**src/rtl/btn_event_pkg.sv**
```systemverilog
// Shared event encoding for the button event reader.
package btn_event_pkg;

  localparam int unsigned EVT_W = 4;
  localparam int unsigned IDX_W = 3;

  localparam logic EVT_PRESS   = 1'b1;
  localparam logic EVT_RELEASE = 1'b0;

  // Event payload: polarity in the MSB, button index below.
  typedef struct packed {
    logic             pol;
    logic [IDX_W-1:0] idx;
  } evt_t;

  function automatic logic [EVT_W-1:0] make_evt(input logic pol, input logic [IDX_W-1:0] idx);
    evt_t e;
    e.pol = pol;
    e.idx = idx;
    return e;
  endfunction

endpackage

```
**src/rtl/btn_evt_fifo.sv**
```systemverilog
// First-word fall-through event queue with registered head and drop-on-full.
module btn_evt_fifo #(
  parameter int unsigned DEPTH = 4,
  parameter int unsigned W     = 4
) (
  input  logic         clk,
  input  logic         rst_n,
  input  logic         i_push,
  input  logic [W-1:0] i_din,
  input  logic         i_pop,
  output logic         o_valid,
  output logic [W-1:0] o_dout,
  output logic         o_drop_c
);

  localparam int unsigned AW = (DEPTH > 1) ? $clog2(DEPTH) : 1;
  localparam int unsigned CW = $clog2(DEPTH) + 1;

  logic [W-1:0]  r_mem [DEPTH];
  logic [AW-1:0] r_wr_ptr;
  logic [AW-1:0] r_rd_ptr;
  logic [CW-1:0] r_count;
  logic          r_valid;
  logic [W-1:0]  r_dout;

  logic          w_full;
  logic          w_pop;
  logic          w_do_push;
  logic [CW-1:0] w_count_nxt;
  logic [AW-1:0] w_rd_nxt;

  // Handshake qualification; a full queue still accepts when it pops the same cycle.
  always_comb begin
    w_full      = (r_count == CW'(DEPTH));
    w_pop       = i_pop & r_valid;
    w_do_push   = i_push & (~w_full | w_pop);
    o_drop_c    = i_push & w_full & ~w_pop;
    w_count_nxt = r_count + CW'(w_do_push) - CW'(w_pop);
    w_rd_nxt    = w_pop ? (r_rd_ptr + AW'(1)) : r_rd_ptr;
  end

  // Storage array.
  always_ff @(posedge clk or negedge rst_n) begin
    if (!rst_n) begin
      for (int unsigned i = 0; i < DEPTH; i++) r_mem[i] <= '0;
    end else if (w_do_push) begin
      r_mem[r_wr_ptr] <= i_din;
    end
  end

  // Pointers, occupancy and the registered head word.
  always_ff @(posedge clk or negedge rst_n) begin
    if (!rst_n) begin
      r_wr_ptr <= '0;
      r_rd_ptr <= '0;
      r_count  <= '0;
      r_valid  <= 1'b0;
      r_dout   <= '0;
    end else begin
      if (w_do_push) r_wr_ptr <= r_wr_ptr + AW'(1);
      r_rd_ptr <= w_rd_nxt;
      r_count  <= w_count_nxt;
      r_valid  <= (w_count_nxt != '0);
      if (w_count_nxt != '0) begin
        r_dout <= (w_do_push && (r_wr_ptr == w_rd_nxt)) ? i_din : r_mem[w_rd_nxt];
      end
    end
  end

  assign o_valid = r_valid;
  assign o_dout  = r_dout;

endmodule

```
**src/rtl/btn_event_reader.sv**
```systemverilog
// Synchronises and debounces active-low buttons and queues press/release events.
module btn_event_reader
  import btn_event_pkg::*;
#(
  parameter int unsigned NUM_BTN        = 8,
  parameter int unsigned TICK_DIV       = 8000,
  parameter int unsigned DEBOUNCE_TICKS = 10,
  parameter int unsigned FIFO_DEPTH     = 4
) (
  input  logic               clk,
  input  logic               rst_n,
  input  logic [NUM_BTN-1:0] nbtn,
  output logic [NUM_BTN-1:0] btn_state,
  output logic               evt_valid,
  input  logic               evt_ready,
  output logic [EVT_W-1:0]   evt_code,
  output logic               evt_overflow,
  input  logic               ovf_clr
);

  localparam int unsigned TW    = (TICK_DIV > 1) ? $clog2(TICK_DIV) : 1;
  localparam int unsigned CNT_W = (DEBOUNCE_TICKS > 1) ? $clog2(DEBOUNCE_TICKS) : 1;

  logic [NUM_BTN-1:0] r_sync1;
  logic [NUM_BTN-1:0] r_sync2;
  logic [TW-1:0]      r_tick_cnt;
  logic [CNT_W-1:0]   r_cnt [NUM_BTN];
  logic [NUM_BTN-1:0] r_state;
  logic [NUM_BTN-1:0] r_pending;
  logic [NUM_BTN-1:0] r_pol;
  logic               r_ovf;

  logic [NUM_BTN-1:0] w_raw;
  logic               w_tick;
  logic [NUM_BTN-1:0] w_flip;
  logic [NUM_BTN-1:0] w_sel_oh;
  logic [IDX_W-1:0]   w_sel_idx;
  logic               w_sel_pol;
  logic               w_sel_any;
  logic [EVT_W-1:0]   w_evt;
  logic               w_drop;

  // Two-flop synchroniser; idles at released.
  always_ff @(posedge clk or negedge rst_n) begin
    if (!rst_n) begin
      r_sync1 <= '1;
      r_sync2 <= '1;
    end else begin
      r_sync1 <= nbtn;
      r_sync2 <= r_sync1;
    end
  end

  assign w_raw = ~r_sync2;

  // Free-running sample tick divider.
  always_ff @(posedge clk or negedge rst_n) begin
    if (!rst_n) begin
      r_tick_cnt <= '0;
    end else if (r_tick_cnt == TW'(TICK_DIV - 1)) begin
      r_tick_cnt <= '0;
    end else begin
      r_tick_cnt <= r_tick_cnt + TW'(1);
    end
  end

  assign w_tick = (r_tick_cnt == TW'(TICK_DIV - 1));

  // A button flips once it has disagreed for the full debounce window.
  always_comb begin
    w_flip = '0;
    for (int unsigned i = 0; i < NUM_BTN; i++) begin
      w_flip[i] = w_tick && (w_raw[i] != r_state[i]) &&
                  (r_cnt[i] == CNT_W'(DEBOUNCE_TICKS - 1));
    end
  end

  // Per-button debounce counters.
  always_ff @(posedge clk or negedge rst_n) begin
    if (!rst_n) begin
      for (int unsigned i = 0; i < NUM_BTN; i++) r_cnt[i] <= '0;
    end else if (w_tick) begin
      for (int unsigned i = 0; i < NUM_BTN; i++) begin
        if ((w_raw[i] == r_state[i]) || w_flip[i]) r_cnt[i] <= '0;
        else                                         r_cnt[i] <= r_cnt[i] + CNT_W'(1);
      end
    end
  end

  // Debounced level, pending-event flags and the polarity captured at the flip.
  always_ff @(posedge clk or negedge rst_n) begin
    if (!rst_n) begin
      r_state   <= '0;
      r_pending <= '0;
      r_pol     <= '0;
    end else begin
      r_state   <= r_state ^ w_flip;
      r_pending <= (r_pending & ~w_sel_oh) | w_flip;
      r_pol     <= (r_pol & ~w_flip) | (~r_state & w_flip);
    end
  end

  // Lowest-index pending button wins the push slot this cycle.
  always_comb begin
    w_sel_any = 1'b0;
    w_sel_idx = '0;
    w_sel_pol = EVT_RELEASE;
    w_sel_oh  = '0;
    for (int unsigned i = 0; i < NUM_BTN; i++) begin
      if (r_pending[i] && !w_sel_any) begin
        w_sel_any   = 1'b1;
        w_sel_idx   = IDX_W'(i);
        w_sel_pol   = r_pol[i];
        w_sel_oh[i] = 1'b1;
      end
    end
    w_evt = make_evt(w_sel_pol, w_sel_idx);
  end

  btn_evt_fifo #(
    .DEPTH (FIFO_DEPTH),
    .W     (EVT_W)
  ) u_fifo (
    .clk      (clk),
    .rst_n    (rst_n),
    .i_push   (w_sel_any),
    .i_din    (w_evt),
    .i_pop    (evt_ready),
    .o_valid  (evt_valid),
    .o_dout   (evt_code),
    .o_drop_c (w_drop)
  );

  // Sticky overflow flag; a drop in the same cycle as a clear keeps it set.
  always_ff @(posedge clk or negedge rst_n) begin
    if (!rst_n)       r_ovf <= 1'b0;
    else if (w_drop)  r_ovf <= 1'b1;
    else if (ovf_clr) r_ovf <= 1'b0;
  end

  assign btn_state    = r_state;
  assign evt_overflow = r_ovf;

endmodule

```
**config.mk**
```make
export PLATFORM = sky130hd
export DESIGN_NAME = btn_event_reader
export DESIGN_NICKNAME = d
export VERILOG_FILES = /design/src/rtl/btn_event_pkg.sv /design/src/rtl/btn_evt_fifo.sv /design/src/rtl/btn_event_reader.sv
export SDC_FILE = /design/constraint.sdc
export NUM_CORES = 1
export LEC_CHECK = 0
export CAP_MARGIN = 10
export CORE_ASPECT_RATIO = 1.75
export CORE_MARGIN = 3
export CORE_UTILIZATION = 45
export DETAILED_ROUTE_END_ITERATION = 10
export PLACE_DENSITY = 0.63
export SYNTH_ARGS = -nofsm -noshare
export SYNTH_HDL_FRONTEND = slang
export SYNTH_SLANG_ARGS = --single-unit
```
**constraint.sdc**
```tcl
create_clock -name clk -period 3.4 [get_ports clk]
set_clock_uncertainty 0.15 [all_clocks]
set_input_delay 0.68 -clock clk [delete_from_list [all_inputs] [get_ports clk]]
set_output_delay 0.68 -clock clk [all_outputs]
set_load 0.01 [all_outputs]
```
==> flow_summary.ini <==
[routing]
routed_via_density = 5.55
drt-initial-drc-count = 200
finalWirelength_mm = 12.4
first_pass_iters = 4
wl_per_cell_um = 16.2
drc_errors = 0
vias = 4272
final_antenna_net_count = 0

[global_routing]
antenna_found_initial = 0
grt_max_degree = 115
gr-total-overflow = 0
grt_pass1_wl_mm = 21.0
track_usage = 0.187
first_global_vias = 4483

[flow_run]
drv_cap = 0

[yosys]
synthesis.nets = 585
synth_edf_count = 0
synth.top_cell.area_share = 0.431
muxShareOfSynthArea = 0.0479
synth-simple-area-share = 0.170
seq_area_frac_synth = 0.504
netlist_top_cells_area = dfrtp_1, dfstp_2, o21ai_0
yosys.area.top_type = dfrtp_1
yosys.area_share.adder = 0.0540
synth_top_family_by_area = simple AND/OR/NAND/NOR gates
postSynthCellCount = 549
syn_area_um2 = 5700
synthXorXnorAreaFrac = 0.0323
avgSynthCellArea_um2 = 10.4
ys_warn_count = 0
synthFlopType = dfrtp_1
synth_compound_area_frac = 0.153
synth_seq_cells = 114
ys_types = 57
async_flop_share = 1.00

[critical_path]
r2r_setup_slack_ps = 240
worstPathRequired_ps = 3530
max_stage_delay_ps = 570
path_delay_family = simple AND/OR/NAND/NOR gates
worstPathArrival_ps = 3300
crit_buf_inv = 2
path_common_cell = xnor2_1
slowest_stage = or4_4
cp-start-kind = register
path_class = register to register
end_kind = register
crit_fanout = 5
crit_chain = or4_4, nand2b_4, o31ai_4, inv_2, ha_1, fa_1, xnor2_1, xnor2_1, nor3_2, buf_4, a31oi_1, a21oi_1

[timing]
rsz0062_at_grt = no
timing.final.ws_setup_ps = 238
fmax_mhz = 316
worst_pin_slew_ps = 1050
finalHoldViolations = 0
min_period_over_period = 0.930
slew_viol_final = 0
slew_headroom = 0.297
final-setup-viol-count = 0
min_period_ps = 3160
fin_tns_setup_ps = 0
whs_ps = 177

[floorplan]
io_pins = 26
fp.dieW_um = 91.0
die-area_um2 = 14100
core_um2 = 12200
fp.dieH_um = 155
start_util = 0.467
row_count = 53

[power_and_ir_drop]
ir_worst_vdd_v = 0.000317
finalPower_mw = 4.00
leakage_nw = 3.00
pwr-share-comb = 0.127
p_sw_frac = 0.239
clock_power_share = 0.495
cell_internal_pwr_mw = 3.05
p_per_area_nw_per_um2 = 582
p_switching_mw = 0.956
seq_power_share = 0.378

[cells_and_area]
drive_gt1_frac = 0.159
antenna_cells = 0
instances_no_fill = 770
postLayoutCoreUtil = 0.564
syn_to_final_growth_pct = 20.8
stdcell_area_um2 = 6880
nNetsFinal = 628

[placed_design]
pre_cts_ws_ps = 85.2
place_area_um2 = 6210
dp.cells = 738
io_buffers = 25
gp_congestion = 0.892
dp_hpwl_mm = 8.57

[clock_tree]
clock_path_buffers = 2
numClockSinks = 114
htreeDepth = 4
tritoncts = built
clkSlewWorstSetupHoldPaths_ps = 50
clock_latency_ps = 410
post_cts_buffers = 0
clock-root-buffer = clkbuf_16
cts_made_buffers = 17

[run_status]
status = completed

[hold_path]
hold_path.class = input pin to asynchronous set/reset pin
-- path summary, 6_finish.rpt --
check | start | endpoint | depth (start not counted)
setup / recovery | r_pending[2] | u_fifo.o_dout[1] | 12
hold / removal | rst_n | r_cnt[6] | 2
setup reg to reg | r_pending[2] | u_fifo.o_dout[1] | 12
hold reg to reg | r_sync1[4] | r_sync2[4] | 0
max in group asynchronous | rst_n | r_cnt[23] | 2
min in group clk | r_sync1[4] | r_sync2[4] | 0
-- synth_stat cells, drive strengths merged (5+ instances only) --
master,count
nor2b,6
and3,9
a21oi,10
xor2,9
inv,34
a2bb2oi,7
nor2,26
xnor2,12
mux2,21
clkbuf,12
nand2b,11
o22ai,5
nand3b,11
nand3,26
o221ai,6
nand2,44
dfrtp,98
ha,23
dfstp,16
o31ai,24
buf,6
o21ai,63
nor3,24
nand4,5
-- sequential cells by signal, summed over array words and instances (netlist names), named ones only --
signal,flops
r_sync1,8
u_fifo.o_valid,1
r_pending,8
btn_state,8
u_fifo.r_rd_ptr,2
u_fifo.r_wr_ptr,2
u_fifo.r_count,3
r_cnt,32
r_sync2,8
u_fifo.r_mem,16
u_fifo.o_dout,4
evt_overflow,1
r_tick_cnt,13
-- layer usage --
layer  part of all wire  global-route usage  vias to the layer above  wire length, um
li1                   -                   -                     2059                -
met1               0.39               0.196                     2090             4900
met2               0.54               0.340                       90             6700
met3              0.030              0.0438                       33              378
met4              0.037               0.102                        0              459
met5                  0                   0                        -                0
-- layout by cell type, fill, tap and decap left out, types with 3 or more instances in the layout --
cell	n
a21o_1	3
dfrtp_1	98
clkdlybuf4s50_1	24
clkbuf_8	4
mux2_2	13
nand3b_1	11
nand2_1	42
nor2_1	26
or4_1	3
o221ai_1	6
bufinv_16	5
a2bb2oi_1	7
nand4_1	5
nand2b_1	10
nand4b_1	4
o22ai_1	5
nor3_2	4
mux2_4	7
a31oi_1	4
inv_1	33
dfstp_2	16
buf_4	17
clkbuf_16	17
nand3_1	26
xor2_1	9
ha_1	23
a21oi_1	10
and2_1	4
nor3_1	20
o21ai_0	63
o31ai_1	23
nor2b_1	6
xnor2_1	12
and3_1	9
-- layout make-up --
class / count / area (um2)
fillers: 1087 / 5320
flip-flops and latches: 114 / 2870
multi-input cells: 382 / 2620
clock buffers: 23 / 488
repair buffers: 42 / 388
well taps: 165 / 206
clock inverters: 9 / 176
inverters: 35 / 131
-- power by group through the flow --
stage               Combinational (mW)  Clock (mW)  Sequential [mW]
floorplan                        0.334           0             1.50
global placement                 0.487           0             1.53
detailed placement               0.498           0             1.53
CTS                              0.500        2.02             1.51
global route                     0.563        2.09             1.52
finish                           0.509        1.98             1.51
-- repair_timing --
action | in CTS | in global routing
hold buffers | 0 | 0
resized for setup | 0 | 1
endpoints found under the setup margin | 0 | 1
-- cells by family after synthesis --
| kind of cell | count (synthesis) |
|---|---|
| compound gates | 136 |
| xor+xnor | 21 |
| buf+inv | 53 |
| simple gates | 179 |
| mux | 22 |
| flops | 114 |
| fa+ha+maj | 24 |
No activity file was read; power rests on OpenSTA's default activity.
